## config.mk

```make
export PLATFORM = sky130hd
export DESIGN_NAME = chunked_adder
export DESIGN_NICKNAME = d
export VERILOG_FILES = /design/src/rtl/chunked_adder_pkg.sv /design/src/rtl/chunked_adder_chunk_add.sv /design/src/rtl/chunked_adder.sv
export SDC_FILE = /design/constraint.sdc
export NUM_CORES = 1
export LEC_CHECK = 0
export ABC_AREA = 1
export BUFFER_PORTS_ARGS = -buffer_cell sky130_fd_sc_hd__buf_2
export CAP_MARGIN = 20
export CORE_MARGIN = 4
export CORE_UTILIZATION = 59
export CTS_CLUSTER_SIZE = 20
export DETAILED_ROUTE_END_ITERATION = 12
export PLACE_DENSITY_LB_ADDON = 0.05
export SETUP_SLACK_MARGIN = 0.1
export SYNTH_ARGS = -nofsm -noshare
export SYNTH_HDL_FRONTEND = slang
export SYNTH_HIERARCHICAL = 1
export SYNTH_SLANG_ARGS = --single-unit
```

## constraint.sdc

```tcl
create_clock -name clk -period 11 [get_ports clk]
set_input_delay 1.1 -clock clk [delete_from_list [all_inputs] [get_ports clk]]
set_output_delay 1.1 -clock clk [all_outputs]
set_load 0.01 [all_outputs]
```

## src/rtl/chunked_adder_pkg.sv

```systemverilog
// Shared definitions for the chunked adder: FSM states, operation encoding
// and the chunk-count helper used to size the index counter.
package adder_pkg;

    typedef enum logic [1:0] {
        IDLE,
        RUN,
        DONE
    } state_t;

    localparam logic OP_ADD = 1'b0;
    localparam logic OP_SUB = 1'b1;

    // Number of chunk cycles per operation; zero for an illegal CHUNK so the
    // elaboration check in the top level reports the error instead.
    function automatic int unsigned chunk_count(input int unsigned width,
                                                input int unsigned chunk);
        return (chunk == 0) ? 0 : width / chunk;
    endfunction

endpackage

```

## src/rtl/chunked_adder_chunk_add.sv

```systemverilog
// chunk_add: combinational CHUNK-bit ripple chain of full-adder cells.
// Also exposes the carry into the top bit so the caller can form the
// signed-overflow flag on the most significant chunk.
module chunk_add #(
    parameter int unsigned CHUNK = 8
) (
    input  logic [CHUNK-1:0] a,
    input  logic [CHUNK-1:0] b,
    input  logic             carry_in,
    output logic [CHUNK-1:0] sum,
    output logic             carry_out,
    output logic             carry_top
);

    logic ripple;

    // Ripple the carry from bit 0 upward, tapping it just before the top cell.
    always_comb begin
        ripple    = carry_in;
        sum       = '0;
        carry_top = 1'b0;
        for (int unsigned i = 0; i < CHUNK; i++) begin
            if (i == CHUNK - 1) begin
                carry_top = ripple;
            end
            sum[i] = a[i] ^ b[i] ^ ripple;
            ripple = (a[i] & b[i]) | (ripple & (a[i] ^ b[i]));
        end
        carry_out = ripple;
    end

endmodule

```

## src/rtl/chunked_adder.sv

```systemverilog
// chunked_adder: multi-cycle WIDTH-bit adder/subtractor processing CHUNK bits
// per clock with the carry held in a register between chunks.
// Optional flags (overflow, zero) are built when CHUNKED_ADDER_FLAGS_EN is
// defined; otherwise those ports are tied low.
module chunked_adder
    import adder_pkg::*;
#(
    parameter int unsigned WIDTH = 32,
    parameter int unsigned CHUNK = 8
) (
    input  logic             clk,
    input  logic             rst_n,
    input  logic             in_valid,
    output logic             in_ready,
    input  logic [WIDTH-1:0] a,
    input  logic [WIDTH-1:0] b,
    input  logic             carry_in,
    input  logic             sub,
    output logic             out_valid,
    input  logic             out_ready,
    output logic [WIDTH-1:0] sum,
    output logic             carry_out,
    output logic             overflow,
    output logic             zero
);

    localparam int unsigned N     = chunk_count(WIDTH, CHUNK);
    localparam int unsigned IDX_W = (N > 1) ? $clog2(N) : 1;
    localparam logic [IDX_W-1:0] LAST = IDX_W'(N - 1);

    if (CHUNK == 0 || (WIDTH % CHUNK) != 0 || WIDTH == 0) begin : g_bad_params
        $error("chunked_adder: WIDTH must be a positive multiple of CHUNK");
    end

    state_t           state;
    state_t           next_state;
    logic [WIDTH-1:0] a_reg;
    logic [WIDTH-1:0] b_reg;
    logic [WIDTH-1:0] sum_reg;
    logic [WIDTH-1:0] sum_next;
    logic             carry_reg;
    logic             carry_out_reg;
    logic [IDX_W-1:0] idx;
    logic             last;
    logic [CHUNK-1:0] a_chunk;
    logic [CHUNK-1:0] b_chunk;
    logic [CHUNK-1:0] chunk_sum;
    logic             chunk_cout;
    logic             msb_carry_in;

    assign a_chunk = a_reg[idx*CHUNK +: CHUNK];
    assign b_chunk = b_reg[idx*CHUNK +: CHUNK];
    assign last    = (idx == LAST);

    chunk_add #(
        .CHUNK(CHUNK)
    ) u_chunk_add (
        .a        (a_chunk),
        .b        (b_chunk),
        .carry_in (carry_reg),
        .sum      (chunk_sum),
        .carry_out(chunk_cout),
        .carry_top(msb_carry_in)
    );

    // Result register with the current chunk merged in; flags see the full word.
    always_comb begin
        sum_next = sum_reg;
        sum_next[idx*CHUNK +: CHUNK] = chunk_sum;
    end

    // FSM state register.
    always_ff @(posedge clk or negedge rst_n) begin
        if (!rst_n) begin
            state <= IDLE;
        end else begin
            state <= next_state;
        end
    end

    // Next-state logic: accept in IDLE, N chunk cycles in RUN, hold in DONE.
    always_comb begin
        next_state = state;
        case (state)
            IDLE:    if (in_valid) next_state = RUN;
            RUN:     if (last) next_state = DONE;
            DONE:    if (out_ready) next_state = IDLE;
            default: next_state = IDLE;
        endcase
    end

    // Operand capture, chunk-by-chunk accumulation and result capture.
    always_ff @(posedge clk or negedge rst_n) begin
        if (!rst_n) begin
            a_reg         <= '0;
            b_reg         <= '0;
            sum_reg       <= '0;
            carry_reg     <= 1'b0;
            carry_out_reg <= 1'b0;
            idx           <= '0;
        end else begin
            case (state)
                IDLE: begin
                    if (in_valid) begin
                        // Subtraction is a + ~b + 1, so the borrow input is inverted.
                        a_reg     <= a;
                        b_reg     <= (sub == OP_SUB) ? ~b : b;
                        carry_reg <= carry_in ^ sub;
                        idx       <= '0;
                    end
                end
                RUN: begin
                    sum_reg   <= sum_next;
                    carry_reg <= chunk_cout;
                    if (last) begin
                        carry_out_reg <= chunk_cout;
                    end else begin
                        idx <= idx + 1'b1;
                    end
                end
                default: ;
            endcase
        end
    end

`ifdef CHUNKED_ADDER_FLAGS_EN
    logic overflow_reg;
    logic zero_reg;

    // Signed overflow and zero detect, captured on the most significant chunk.
    always_ff @(posedge clk or negedge rst_n) begin
        if (!rst_n) begin
            overflow_reg <= 1'b0;
            zero_reg     <= 1'b0;
        end else if (state == RUN && last) begin
            overflow_reg <= msb_carry_in ^ chunk_cout;
            zero_reg     <= (sum_next == '0);
        end
    end

    assign overflow = overflow_reg;
    assign zero     = zero_reg;
`else
    logic unused_msb_carry;

    assign unused_msb_carry = msb_carry_in;
    assign overflow         = 1'b0;
    assign zero             = 1'b0;
`endif

    assign in_ready  = (state == IDLE);
    assign out_valid = (state == DONE);
    assign sum       = sum_reg;
    assign carry_out = carry_out_reg;

endmodule

```

; Word-level counts from Yosys, hierarchy flattened
; Cells that the tools add are included.
[classes]
n_eq_ne = 7
bitwise_logic = 42
n_reduce_logical = 7
n_addsub = 2
n_shift = 4
n_mux = 11
[op_table]
columns = cell, n
row1 = 32-bit by 6-bit indexed part select with 8-bit output, 2
row2 = 5-bit negator with 34-bit output, 1
row3 = "8-bit by 34-bit variable shift with 32-bit output, first input constant", 1
row4 = 8-bit by 34-bit indexed part select with 32-bit output, 1
row5 = 32-bit bitwise mux, 1
row6 = 32-bit two-way mux, 1
row7 = 32-bit NOT, 1
row8 = 1-bit XOR, 17
row9 = 1-bit AND, 16
row10 = 2-bit two-way mux, 5
row11 = 1-bit bitwise OR, 8
row12 = "2-bit != test, second input constant", 3
row13 = 2-bit one-hot mux with 3 select lines, 1
row14 = 2-bit AND reduction, 3
row15 = 3-bit AND reduction, 2
row16 = "2-bit equality test, second input constant", 2
row17 = 2-bit one-hot mux with 2 select lines, 1
row18 = "2-bit by 1-bit adder with 2-bit output, second input constant", 1
row19 = "2-bit by 1-bit equality test with 1-bit output, second input constant", 1
row20 = 2-bit zero test, 1
row21 = "2-bit by 1-bit != test with 1-bit output, second input constant", 1
row22 = 1-bit one-hot mux with 2 select lines, 1
row23 = 2-bit nonzero test, 1
row24 = 1-bit two-way mux, 1
[word_totals]
elab_cells = 80
regBits = 102
output_inout_bits = 37
input_bits = 70

; Longest topological paths before layout
; Gate-level depths: netlist of run 1.
[depth]
depth_word = 19
mapped_depth = 21
depth_no_buf = 19

; Modules after synthesis
; Netlist of run 1, hierarchy kept.
[by_module_without_submodules]
columns = mod, instances, area_each_um2, cells_per_inst, seq_area_each_um2
row1 = chunked_adder, 1, 4823.4, 583, 2552.4
row2 = chunk_add, 1, 197.7, 18, 0.0

; Worst setup path before layout of run 1
; OpenSTA, ideal clock, no wires.
[synth_timing]
path_type = reg-to-reg
startpoint = reg idx[0]
endpoint = reg sum_reg[31] (netlist: sum[31])
required_ps = 10935
n_path_buf = 2
setup_slack_ps = 6684
arrival_time_ps = 4251
period_less_slack_ps = 4316
stages_incl_launch_ff = 22
setup_time_ps = 65
cell_sequence = dfrtp_1 -> buf_2 -> clkinv_1 -> clkbuf_1 -> o21ai_0 -> o22ai_1 -> fa_1 -> inv_1 -> fa_1 -> inv_1 -> fa_1 -> fa_1 -> fa_1 -> fa_1 -> inv_1 -> fa_1 -> inv_1 -> fa_1 -> nand2_1 -> nor2_1 -> nand2_1 -> nand2_1
[synth_via]
elab_chain_len = 19
elab_cells_between_ends = 43
classes_between = 1 x add/sub / 4 x shift / 1 x mux / 37 x bitwise
[synth_lines]
columns = element, line_no
row1 = start: declaration, chunked_adder.sv:43  ; logic [IDX_W-1:0] idx;
row2 = start signal: assignment, chunked_adder.sv:118  ; idx <= idx + 1'b1;
row3 = 32-bit by 6-bit indexed part select with 8-bit output (*), chunked_adder.sv:51  ; assign a_chunk = a_reg[idx*CHUNK +: CHUNK];
row4 = via a_chunk[0], chunked_adder.sv:45  ; logic [CHUNK-1:0] a_chunk;
row5 = 1-bit XOR, chunked_adder_chunk_add.sv:27  ; ripple = (a[i] & b[i]) | (ripple & (a[i] ^ b[i]));
row6 = 1-bit AND, chunked_adder_chunk_add.sv:27
row7 = 1-bit bitwise OR (*), chunked_adder_chunk_add.sv:27
row8 = 1-bit AND (*), chunked_adder_chunk_add.sv:27
row9 = 1-bit bitwise OR (*), chunked_adder_chunk_add.sv:27
row10 = 1-bit AND (*), chunked_adder_chunk_add.sv:27
row11 = [... 6 more ...], n/a
row12 = 1-bit bitwise OR (*), chunked_adder_chunk_add.sv:27
row13 = 1-bit AND (*), chunked_adder_chunk_add.sv:27
row14 = 1-bit bitwise OR (*), chunked_adder_chunk_add.sv:27
row15 = via msb_carry_in, chunked_adder.sv:49  ; logic msb_carry_in;
row16 = 1-bit XOR (*), chunked_adder_chunk_add.sv:26  ; sum[i] = a[i] ^ b[i] ^ ripple;
row17 = via chunk_sum[7], chunked_adder.sv:47  ; logic [CHUNK-1:0] chunk_sum;
row18 = 8-bit by 34-bit indexed part select with 32-bit output (*), chunked_adder.sv:69  ; sum_next[idx*CHUNK +: CHUNK] = chunk_sum;
row19 = 32-bit bitwise mux (*), chunked_adder.sv:69
row20 = end signal: assignment, chunked_adder.sv:113  ; sum_reg <= sum_next;
row21 = end: declaration, chunked_adder.sv:39  ; logic [WIDTH-1:0] sum_reg;
; The timed path passes the listed nets; every way through them passes the cells marked *.
; A chain may end at the register's enable or synchronous reset.

; Final worst setup path of run 1
[layout_timing]
startpoint = reg idx[0]
endpoint = reg sum_reg[15] (netlist: sum[15])
; Same word-level chain as after synthesis.

==> impl_metrics.tcl, run 1 <==
set metrics [dict create \
    status "finished clean" \
    period_needed_ps 5170 \
    switchingPower_mw 0.8605 \
    synth_top_area_cell "dfrtp_1" \
    cts_root_buf "clkbuf_8" \
    period_share_pct 47.00 \
    rows 33 \
    cts_setup_buffers 0 \
    cts_sinks 102 \
    num_io_pins 107 \
    critPathCaptureType "register" \
    cts-buffers-inserted 9 \
    worst_setup_path_start_kind "register" \
    drtPass1Iterations 4 \
    clock_path_buffers 2 \
    grt_max_degree 101 \
    worstSetupPathType "register to register" \
    cp_max_fo 36 \
    yosys_warnings 6 \
    diodes 0 \
    postCtsResizedCells 0 \
    h-tree-depth 3 \
    grt_use_total_pct 24.06 \
    worst_pin_slew_ps 917.9 \
    crit_chain "buf_4, clkinv_1, o21ai_0, o22ai_1, fa_1, inv_1, fa_1, inv_1, fa_1, fa_1, fa_1, fa_1, inv_1, fa_1, inv_1, fa_1, nand2_1, nor2_1, nand2_1, nand2_1" \
    insertion_delay_ps 370 \
    drive_gt1_share_pct 19.36 \
    seqPwrFrac_pct 36.2 \
    cts_tree "built" \
    die_y_um 100.3 \
    routabilityCongestion 0.9160 \
    holdWs_ps 479.7 \
    ctsHoldBuffers 0 \
    hpwl_um 8374 \
    crit_arrival_ps 5480 \
    start_util_pct 60.80 \
    critPathSlowestCell "clkinv_1" \
    die-area_um2 10050 \
    swShare_pct 46.24 \
    nNetsFinal 771 \
    finClkSkew_ps 15.57 \
    fin_cells 797 \
    die_w_um 100.3 \
    yosysTopAreaCellShare_pct 50.83 \
    coreArea_um2 8258 \
    syn2layout_area_growth_pct 14.13 \
    p_leak_nw 3.088 \
    p_int_mw 1.000 \
    clk_pin_slew_ps 100 \
    ys.flop_type "dfrtp_1" \
    syn_area_um2 5021 \
    syn_inst 601 \
    overflow 0 \
    port_buffers 104 \
    slew_viol_final 0 \
    rsz0062_at_grt "no" \
    async_reset_ff_share_pct 100.0 \
    p_clk_share_pct 12.6 \
    vias_per_cell 5.163 \
    grt_pass1_vias 4109 \
    synth_common_cells "nand2_1 (226), dfrtp_1 (102), o21ai_0 (74)" \
    powerDensity_nw_per_um2 324.7 \
    synth_edf_count 0 \
    fill_cells 671 \
    critPathMaxStageDelay_ps 550 \
    drt_iter0_drc 179 \
    slew_headroom_pct 38.81 \
    antenna_found_initial 0 \
    wl_per_cell_um 14.30 \
    drv_cap 0 \
    hold_violations 0 \
    ys_types 25 \
    synth-seq-area-share_pct 50.83 \
    drc 0 \
    hold_class "register to register" \
    worstPathRequired_ps 11310 \
    ys_ff_latch 102 \
    fmax_mhz 193.4 \
    avgSynthCellArea_um2 8.355 \
    comb_power_share_pct 51.1 \
    wl_um 11400 \
    ir_drop_uv 141.6 \
    synthTopCellsByArea "dfrtp_1 (51%), nand2_1 (17%), o21ai_0 (7.4%)" \
    finalSetupViolations 0 \
    dp_cells 782 \
    ant_nets 0 \
    path_common_cell "fa_1" \
    dr_total_vias 4115 \
    grt_pass1_wl_um 19220 \
    setup_tns_ps 0 \
    yosysMostFrequentCell "nand2_1" \
]
## final timing paths
path                       slack [ps]  cells after the start              endpoint                 from
min reg2reg                       480                      2   sum[26]$_DFFE_PN0P_  sum[26]$_DFFE_PN0P_
max reg2reg                      5830                     20   sum[15]$_DFFE_PN0P_   idx[0]$_DFFE_PN0P_
max in group asynchronous        9100                      2  a_reg[8]$_DFFE_PN0P_                rst_n
max                              5830                     20   sum[15]$_DFFE_PN0P_   idx[0]$_DFFE_PN0P_
min                               480                      2   sum[26]$_DFFE_PN0P_  sum[26]$_DFFE_PN0P_
min in group asynchronous         630                      1    sum[9]$_DFFE_PN0P_                rst_n
## layout by cell type (no fill, tap or decap), drive strengths merged
master,count
clkbuf,10
nand3,12
inv,35
ha,5
or2,1
o21ai,75
dfrtp,102
nand4,2
nand2,231
bufinv,1
clkinv,4
clkinvlp,1
o22ai,16
buf,107
o31ai,1
xnor2,32
nor2,47
conb,2
fa,8
## worst max-delay path, delay by kind of cell (launching register included)
family	cells	cell delay, ps
flip-flops	1	340
AO/OA/AOI/OAI	2	480
AND/OR/NAND/NOR	4	340
buffers and inverters	6	1140
adder cells (fa/ha/maj)	8	2820
## per-stage QoR
stage | area, µm² | power (mW) | util, % | setup slack [ps]
after detailed placement | 5543 | 1.631 | 67.12 | 5889
final | 5731 | 1.861 | 69.39 | 5830
after CTS | 5731 | 1.869 | 69.39 | 5850
after floorplan | 5025 | 1.330 | - | 6684
after global placement | 5543 | 1.602 | 67.12 | 6137
after global routing | 5731 | 2.039 | 69.39 | 5454
## power by group through the flow
stage          Sequential, mW  Combinational [mW]  Clock [mW]
5_1_grt                 0.695                1.09       0.250
3_5_place_dp            0.679               0.952           0
6_report                0.674               0.952       0.235
2_1_floorplan           0.664               0.665           0
3_3_place_gp            0.679               0.923           0
4_1_cts                 0.674               0.956       0.239
## area by class of cell
class,count,area (µm²),share of cell area (%)
Tap cell,105,131.4,2.293
Timing Repair Buffer,107,545.5,9.520
Sequential cell,102,2552,44.54
Clock buffer,10,127.6,2.227
Inverter,36,137.6,2.402
Multi-Input combinational cell,432,2176,37.97
Clock inverter,5,60.06,1.048
## kinds of logic (layout without fill, tap and decap cells)
family	count (synthesis)	after routing	share of synthesized area, %
AND/OR/NAND/NOR	293	293	23.55
flip-flops	102	102	50.83
AO/OA/AOI/OAI	92	92	9.619
buffers and inverters	68	158	5.906
XOR/XNOR	32	32	5.582
adder cells (fa/ha/maj)	13	13	4.436
other	1	2	0.07469
## routing by layer
layer	track usage, %	routed length, µm	up-vias
met5	0	0	-
met3	3.405	582	18
li1	-	-	2052
met4	9.119	232	0
met1	33.36	5078	1926
met2	38.74	5503	119
Note: power is estimated with default switching activity, not from simulation.
==> inputs of run 2 (changes only) <==
--- a/config.mk
+++ b/config.mk
@@ -5,11 +5,11 @@
 export SDC_FILE = /design/constraint.sdc
 export NUM_CORES = 1
 export LEC_CHECK = 0
-export ABC_AREA = 1
+export ABC_AREA = 0
 export BUFFER_PORTS_ARGS = -buffer_cell sky130_fd_sc_hd__buf_2
 export CAP_MARGIN = 20
 export CORE_MARGIN = 4
-export CORE_UTILIZATION = 59
+export CORE_UTILIZATION = 49
 export CTS_CLUSTER_SIZE = 20
 export DETAILED_ROUTE_END_ITERATION = 12
 export PLACE_DENSITY_LB_ADDON = 0.05
==> constraint.sdc (replaced) <==
create_clock -name clk -period 4.2 [get_ports clk]
set_input_delay 0.42 -clock clk [delete_from_list [all_inputs] [get_ports clk]]
set_output_delay 0.42 -clock clk [all_outputs]
set_load 0.01 [all_outputs]
==> run 2 against run 1 <==
Area after synthesis down 6.0%; clock power rose by 150%; sequential share of layout area up 1.3 points; die area rose by 12%; first-iteration DRC count is 20% lower; critical endpoint is now sum[23]$_DFFE_PN0P_; largest power group unchanged; highest routed layer unchanged.
==> impl_metrics.tcl, run 2 <==
set metrics [dict create \
    hold_violations 0 \
    yosysTopAreaCellShare_pct 54.10 \
    h-tree-depth 3 \
    crit_arrival_ps 4370 \
    worst_setup_path_start_kind "register" \
    wl_met3_um 492 \
    ys_types 30 \
    cts_sinks 102 \
    antenna_found_initial 0 \
    final_cell_area_um2 5574 \
    avgSynthCellArea_um2 13.25 \
    fin_cells 592 \
    hpwl_um 7323 \
    powerDensity_nw_per_um2 842.6 \
    finClkSkew_ps 10.80 \
    synth_edf_count 0 \
    path_buf_inv 4 \
    status "finished clean" \
    nNetsFinal 542 \
    final_common_cell "buf_2" \
    worstPathRequired_ps 4450 \
    ir_drop_uv 518.6 \
    met2WireLength_um 5008 \
    wl_per_cell_um 17.05 \
    synth_common_cells "dfrtp_1 (102), mux2_2 (34), nor2_1 (34)" \
    path_common_cell "fa_2" \
    clock_path_buffers 2 \
    clk_pin_slew_ps 100 \
    ys.flop_type "dfrtp_1" \
    dr_total_vias 3078 \
    synth-seq-area-share_pct 54.10 \
    port_buffers 104 \
    final_cell_mix "buf_2 (103), dfrtp_1 (101), nor2_1 (34), mux2_2 (34), xnor2_1 (33)" \
    critPathMaxStageDelay_ps 540 \
    postCtsResizedCells 0 \
    top_layer "met4" \
    dp_cells 575 \
    grt_pass1_wl_um 16290 \
    start_util_pct 50.58 \
    cp_num_cells 14 \
    place_area_um2 5375 \
    rr_worst_depth 14 \
    drc 0 \
    vias_per_cell 5.199 \
    period_share_pct 98.12 \
    worstSetupPathType "register to register" \
    die_w_um 106.1 \
    totalPowerFinal_mw 4.697 \
    grt_use_total_pct 18.71 \
    slew_headroom_pct 30.30 \
    insertion_delay_ps 360 \
    diodes 0 \
    cts-buffers-inserted 9 \
    drt_iter0_drc 144 \
    crit_chain "mux4_2, fa_2, inv_2, fa_1, inv_1, fa_2, fa_2, fa_2, fa_2, inv_2, fa_1, inv_1, fa_2, a22o_1" \
    finalSetupViolations 0 \
    syn_area_um2 4718 \
    worst_pin_slew_ps 1046 \
    rows 35 \
    syn_inst 356 \
    hold_class "primary input to async pin" \
    drive_gt1_share_pct 41.47 \
    syn2layout_area_growth_pct 18.14 \
    fmax_mhz 242.7 \
    drtPass1Iterations 4 \
    critPathCaptureType "register" \
    yosysMostFrequentCell "dfrtp_1" \
    grt_pass1_vias 3077 \
    cp_max_fo 4 \
    critPathSlowestCell "mux4_2" \
    synth_top_area_cell "dfrtp_1" \
    die_y_um 106.1 \
    die-area_um2 11260 \
    slew_viol_final 0 \
    drv_cap 0 \
    overflow 0 \
    ant_nets 0 \
    async_reset_ff_share_pct 100.0 \
    ctsHoldBuffers 0 \
    cts_tree "built" \
    rsz0062_at_grt "yes" \
    synthTopCellsByArea "dfrtp_1 (54%), mux2_2 (8.1%), mux4_2 (7.6%)" \
    coreArea_um2 9328 \
    p_leak_nw 2.563 \
    yosys_warnings 6 \
    routabilityCongestion 0.7735 \
    cts_root_buf "clkbuf_8" \
    setup_tns_ps 0 \
    ys_ff_latch 102 \
    grt_max_degree 100 \
    worst_path_dominant_cell_family "adder cells" \
    m1WireLength_um 4468 \
    wl_um 10100 \
    period_needed_ps 4121 \
    num_io_pins 107 \
]
==> run 2: worst paths after layout <==
| path | start | slack [ps] | end |
|---|---|---|---|
| min reg2reg | sum[12]$_DFFE_PN0P_ | 500 | sum[12]$_DFFE_PN0P_ |
| max reg2reg | idx[0]$_DFFE_PN0P_ | 80 | sum[23]$_DFFE_PN0P_ |
| max | idx[0]$_DFFE_PN0P_ | 80 | sum[23]$_DFFE_PN0P_ |
| min in group clk | out_ready | 240 | state[1]$_DFFE_PN0P_ |
| max in group asynchronous | rst_n | 3120 | sum[30]$_DFFE_PN0P_ |
| min | rst_n | 150 | sum[19]$_DFFE_PN0P_ |
==> run 2: metrics by stage <==
step                hold slack [ps]  utilization [%]  setup WS (ps)
CTS                           186.7            59.76          75.40
finish                        146.8            59.76          79.15
global route                  196.3            59.76         -57.47
detailed placement            474.6            57.63          15.95
floorplan                     124.4                -          14.85
global placement              476.8            57.63          114.8
==> run 2: cell families (layout without fill, tap and decap cells) <==
kind of cell / count (synthesis) / after routing / synth area share (%)
DFF: 102 / 102 / 54.10
AOI/OAI and AO/OA: 67 / 67 / 9.732
and+or+nand+nor: 53 / 53 / 6.152
muxes: 50 / 50 / 15.75
buffers and inverters: 37 / 143 / 3.341
xor gates and xnor gates: 33 / 33 / 6.126
adders and majority gates: 13 / 13 / 4.720
other: 1 / 2 / 0.07948
==> run 2: repair_timing <==
item / CTS / global route
gates cloned: 0 / 0
setup buffers: 2 / 0
hold endpoints to repair: 0 / 0
endpoints found under the setup margin: 4 / 5
pin swaps: 1 / 0
==> run 2: power breakdown <==
part | switching (mW) | internal (mW) | total [mW]
combinational | 1.31 | 1.14 | 2.45
clock | 0.331 | 0.247 | 0.578
sequential | 0.247 | 1.42 | 1.67
total | 1.89 | 2.81 | 4.70
==> run 2: metal layers <==
metal / up-vias / GRT usage [%]
met5: - / 0
met4: 0 / 4.810
met3: 10 / 4.250
met2: 77 / 30.54
met1: 1540 / 25.46
li1: 1451 / -
==> run 2: final cells by class <==
type / instances / area, µm²
sequential: 102 / 2554
multi-input combinational: 218 / 2032
clock buffer: 11 / 151.4
inverter: 16 / 60.06
timing repair buffer: 112 / 583.1
fill: 822 / 3754
clock inverter: 4 / 32.53
tap: 129 / 161.4
==> inputs of run 3 (changes only) <==
--- a/config.mk
+++ b/config.mk
@@ -8,9 +8,10 @@
 export ABC_AREA = 0
 export BUFFER_PORTS_ARGS = -buffer_cell sky130_fd_sc_hd__buf_2
 export CAP_MARGIN = 20
+export CELL_PAD_IN_SITES_DETAIL_PLACEMENT = 0
+export CELL_PAD_IN_SITES_GLOBAL_PLACEMENT = 2
 export CORE_MARGIN = 4
-export CORE_UTILIZATION = 49
-export CTS_CLUSTER_SIZE = 20
+export CORE_UTILIZATION = 33
 export DETAILED_ROUTE_END_ITERATION = 12
 export PLACE_DENSITY_LB_ADDON = 0.05
 export SETUP_SLACK_MARGIN = 0.1
==> run 3 against run 2 <==
Setup slack improved by 41 ps; sequential power barely moved; highest routed layer unchanged; sequential share of layout area fell by 1.6 points.
==> impl_metrics.tcl, run 3 (synthesized netlist as in run 2, its figures left out) <==
set metrics [dict create \
    antenna_found_initial 0 \
    grt_pass1_wl_um 18070 \
    start_util_pct 33.86 \
    h-tree-depth 3 \
    finClkSkew_ps 6.084 \
    setup_ws_ps 120.0 \
    grt_pass1_vias 3233 \
    routabilityCongestion 0.7130 \
    setup_tns_ps 0 \
    ir_drop_uv 444.3 \
    switchingPower_mw 1.965 \
    postCtsResizedCells 0 \
    p_leak_nw 2.624 \
    vias_per_cell 4.761 \
    status "finished clean" \
    cts_root_buf "clkbuf_16" \
    syn2layout_area_growth_pct 22.49 \
    die_w_um 127.6 \
    cts_sinks 102 \
    seqPwrFrac_pct 33.0 \
    final_cell_mix "buf_2 (103), dfrtp_1 (101), nor2_1 (34), mux2_2 (34), xnor2_1 (33)" \
    hpwl_um 8387 \
    ant_nets 0 \
    clock_path_buffers 2 \
    crit_chain "mux4_2, fa_2, inv_2, fa_1, inv_1, fa_2, fa_2, fa_2, fa_2, inv_2, fa_1, inv_1, fa_2, a22o_1" \
    cts_setup_buffers 0 \
    drv_cap 0 \
    grt_use_total_pct 14.26 \
    num_io_pins 107 \
    nNetsFinal 542 \
    swShare_pct 38.76 \
    coreArea_um2 13930 \
    drc 0 \
    crit_arrival_ps 4310 \
    fill_cells 1365 \
    critPathMaxStageDelay_ps 540 \
    diodes 0 \
    multi_input_area_um2 2032 \
    path_common_cell "fa_2" \
    p_clk_share_pct 17.7 \
    worst_setup_path_start_kind "register" \
    cp_max_fo 4 \
    hold_class "primary input to async pin" \
    critPathCaptureType "register" \
    p_int_mw 3.105 \
    die-area_um2 16280 \
    worstSetupPathType "register to register" \
    cts-buffers-inserted 9 \
    seq_area_um2 2554 \
    rsz0062_at_grt "yes" \
    dpl_worst_slack_ps 102.4 \
    critPathSlowestCell "mux4_2" \
    drtPass1Iterations 4 \
    cts_tree "built" \
    port_buffers 104 \
    die_y_um 127.6 \
    fmax_mhz 245.1 \
    slew_headroom_pct 38.24 \
    overflow 0 \
    comb_power_share_pct 49.3 \
    ctsHoldBuffers 0 \
    worst_pin_slew_ps 924.1 \
    period_needed_ps 4080 \
    worstPathRequired_ps 4430 \
    drt_iter0_drc 103 \
    period_share_pct 97.14 \
    clk_pin_slew_ps 70 \
    grt_max_degree 69 \
    worst_path_dominant_cell_family "adder cells" \
    final_common_cell "buf_2" \
    wl_um 11220 \
    powerDensity_nw_per_um2 877.2 \
    insertion_delay_ps 340 \
    dr_total_vias 3066 \
    path_buf_inv 4 \
    rows 43 \
    finalSetupViolations 0 \
    slew_viol_final 0 \
    place_area_um2 5454 \
    postLayoutCoreUtil_pct 41.47 \
    final_cell_area_um2 5779 \
    wl_per_cell_um 17.42 \
    drive_gt1_share_pct 41.38 \
    hold_violations 0 \
]
## run 3: metrics by stage
step / instances / hold WS [ps] / power [mW]
finish: 644 / 188.2 / 5.070
global route: 644 / 272.6 / 5.487
CTS: 644 / 229.3 / 5.169
detailed placement: 628 / 477.8 / 4.245
global placement: 628 / 472.7 / 4.200
floorplan: 357 / 124.4 / 3.384
## run 3: worst register-to-register path: cells and delay by family (launching register included)
family | cells | cell delay (ps)
muxes | 1 | 540
buffers and inverters | 4 | 230
adders and majority gates | 8 | 2550
DFF | 1 | 410
AOI/OAI and AO/OA | 1 | 240
## run 3: worst paths after layout
check	slack, ps	from	cells past startpoint	endpoint
max reg2reg	120	idx[0]$_DFFE_PN0P_	14	sum[23]$_DFFE_PN0P_
max in group asynchronous	3030	rst_n	2	b_reg[14]$_DFFE_PN0P_
max	120	idx[0]$_DFFE_PN0P_	14	sum[23]$_DFFE_PN0P_
min reg2reg	490	sum[28]$_DFFE_PN0P_	1	sum[28]$_DFFE_PN0P_
min	190	rst_n	1	sum[5]$_DFFE_PN0P_
min in group clk	270	out_ready	2	state[1]$_DFFE_PN0P_
## run 3: final cells by class
class                      instances  area share [%]
sequential                       102           44.19
multi-input combinational        218           35.16
timing repair buffer             112           10.09
clock buffer                      11           4.200
tap                              180           3.897
clock inverter                     5           1.429
inverter                          16           1.039
## run 3: routing by layer
layer  up-vias  track usage [%]  share of wire [%]
li1       1462                -                  -
met5         -                0                  0
met2        74            23.07                 48
met4         0            3.558                1.2
met3        12            3.177                4.7
met1      1518            19.60                 46
## run 3: power groups by stage
stage | combinational [mW] | clock [mW] | sequential [mW]
after global placement | 2.51 | 0 | 1.69
after detailed placement | 2.54 | 0 | 1.70
final | 2.50 | 0.898 | 1.67
after global routing | 2.78 | 0.965 | 1.74
after floorplan | 1.72 | 0 | 1.66
after CTS | 2.55 | 0.931 | 1.68
## run 3: timing repair
item | in CTS | in global routing
pin swaps | 0 | 2
hold endpoints to repair | 0 | 0
setup endpoints to repair | 1 | 5
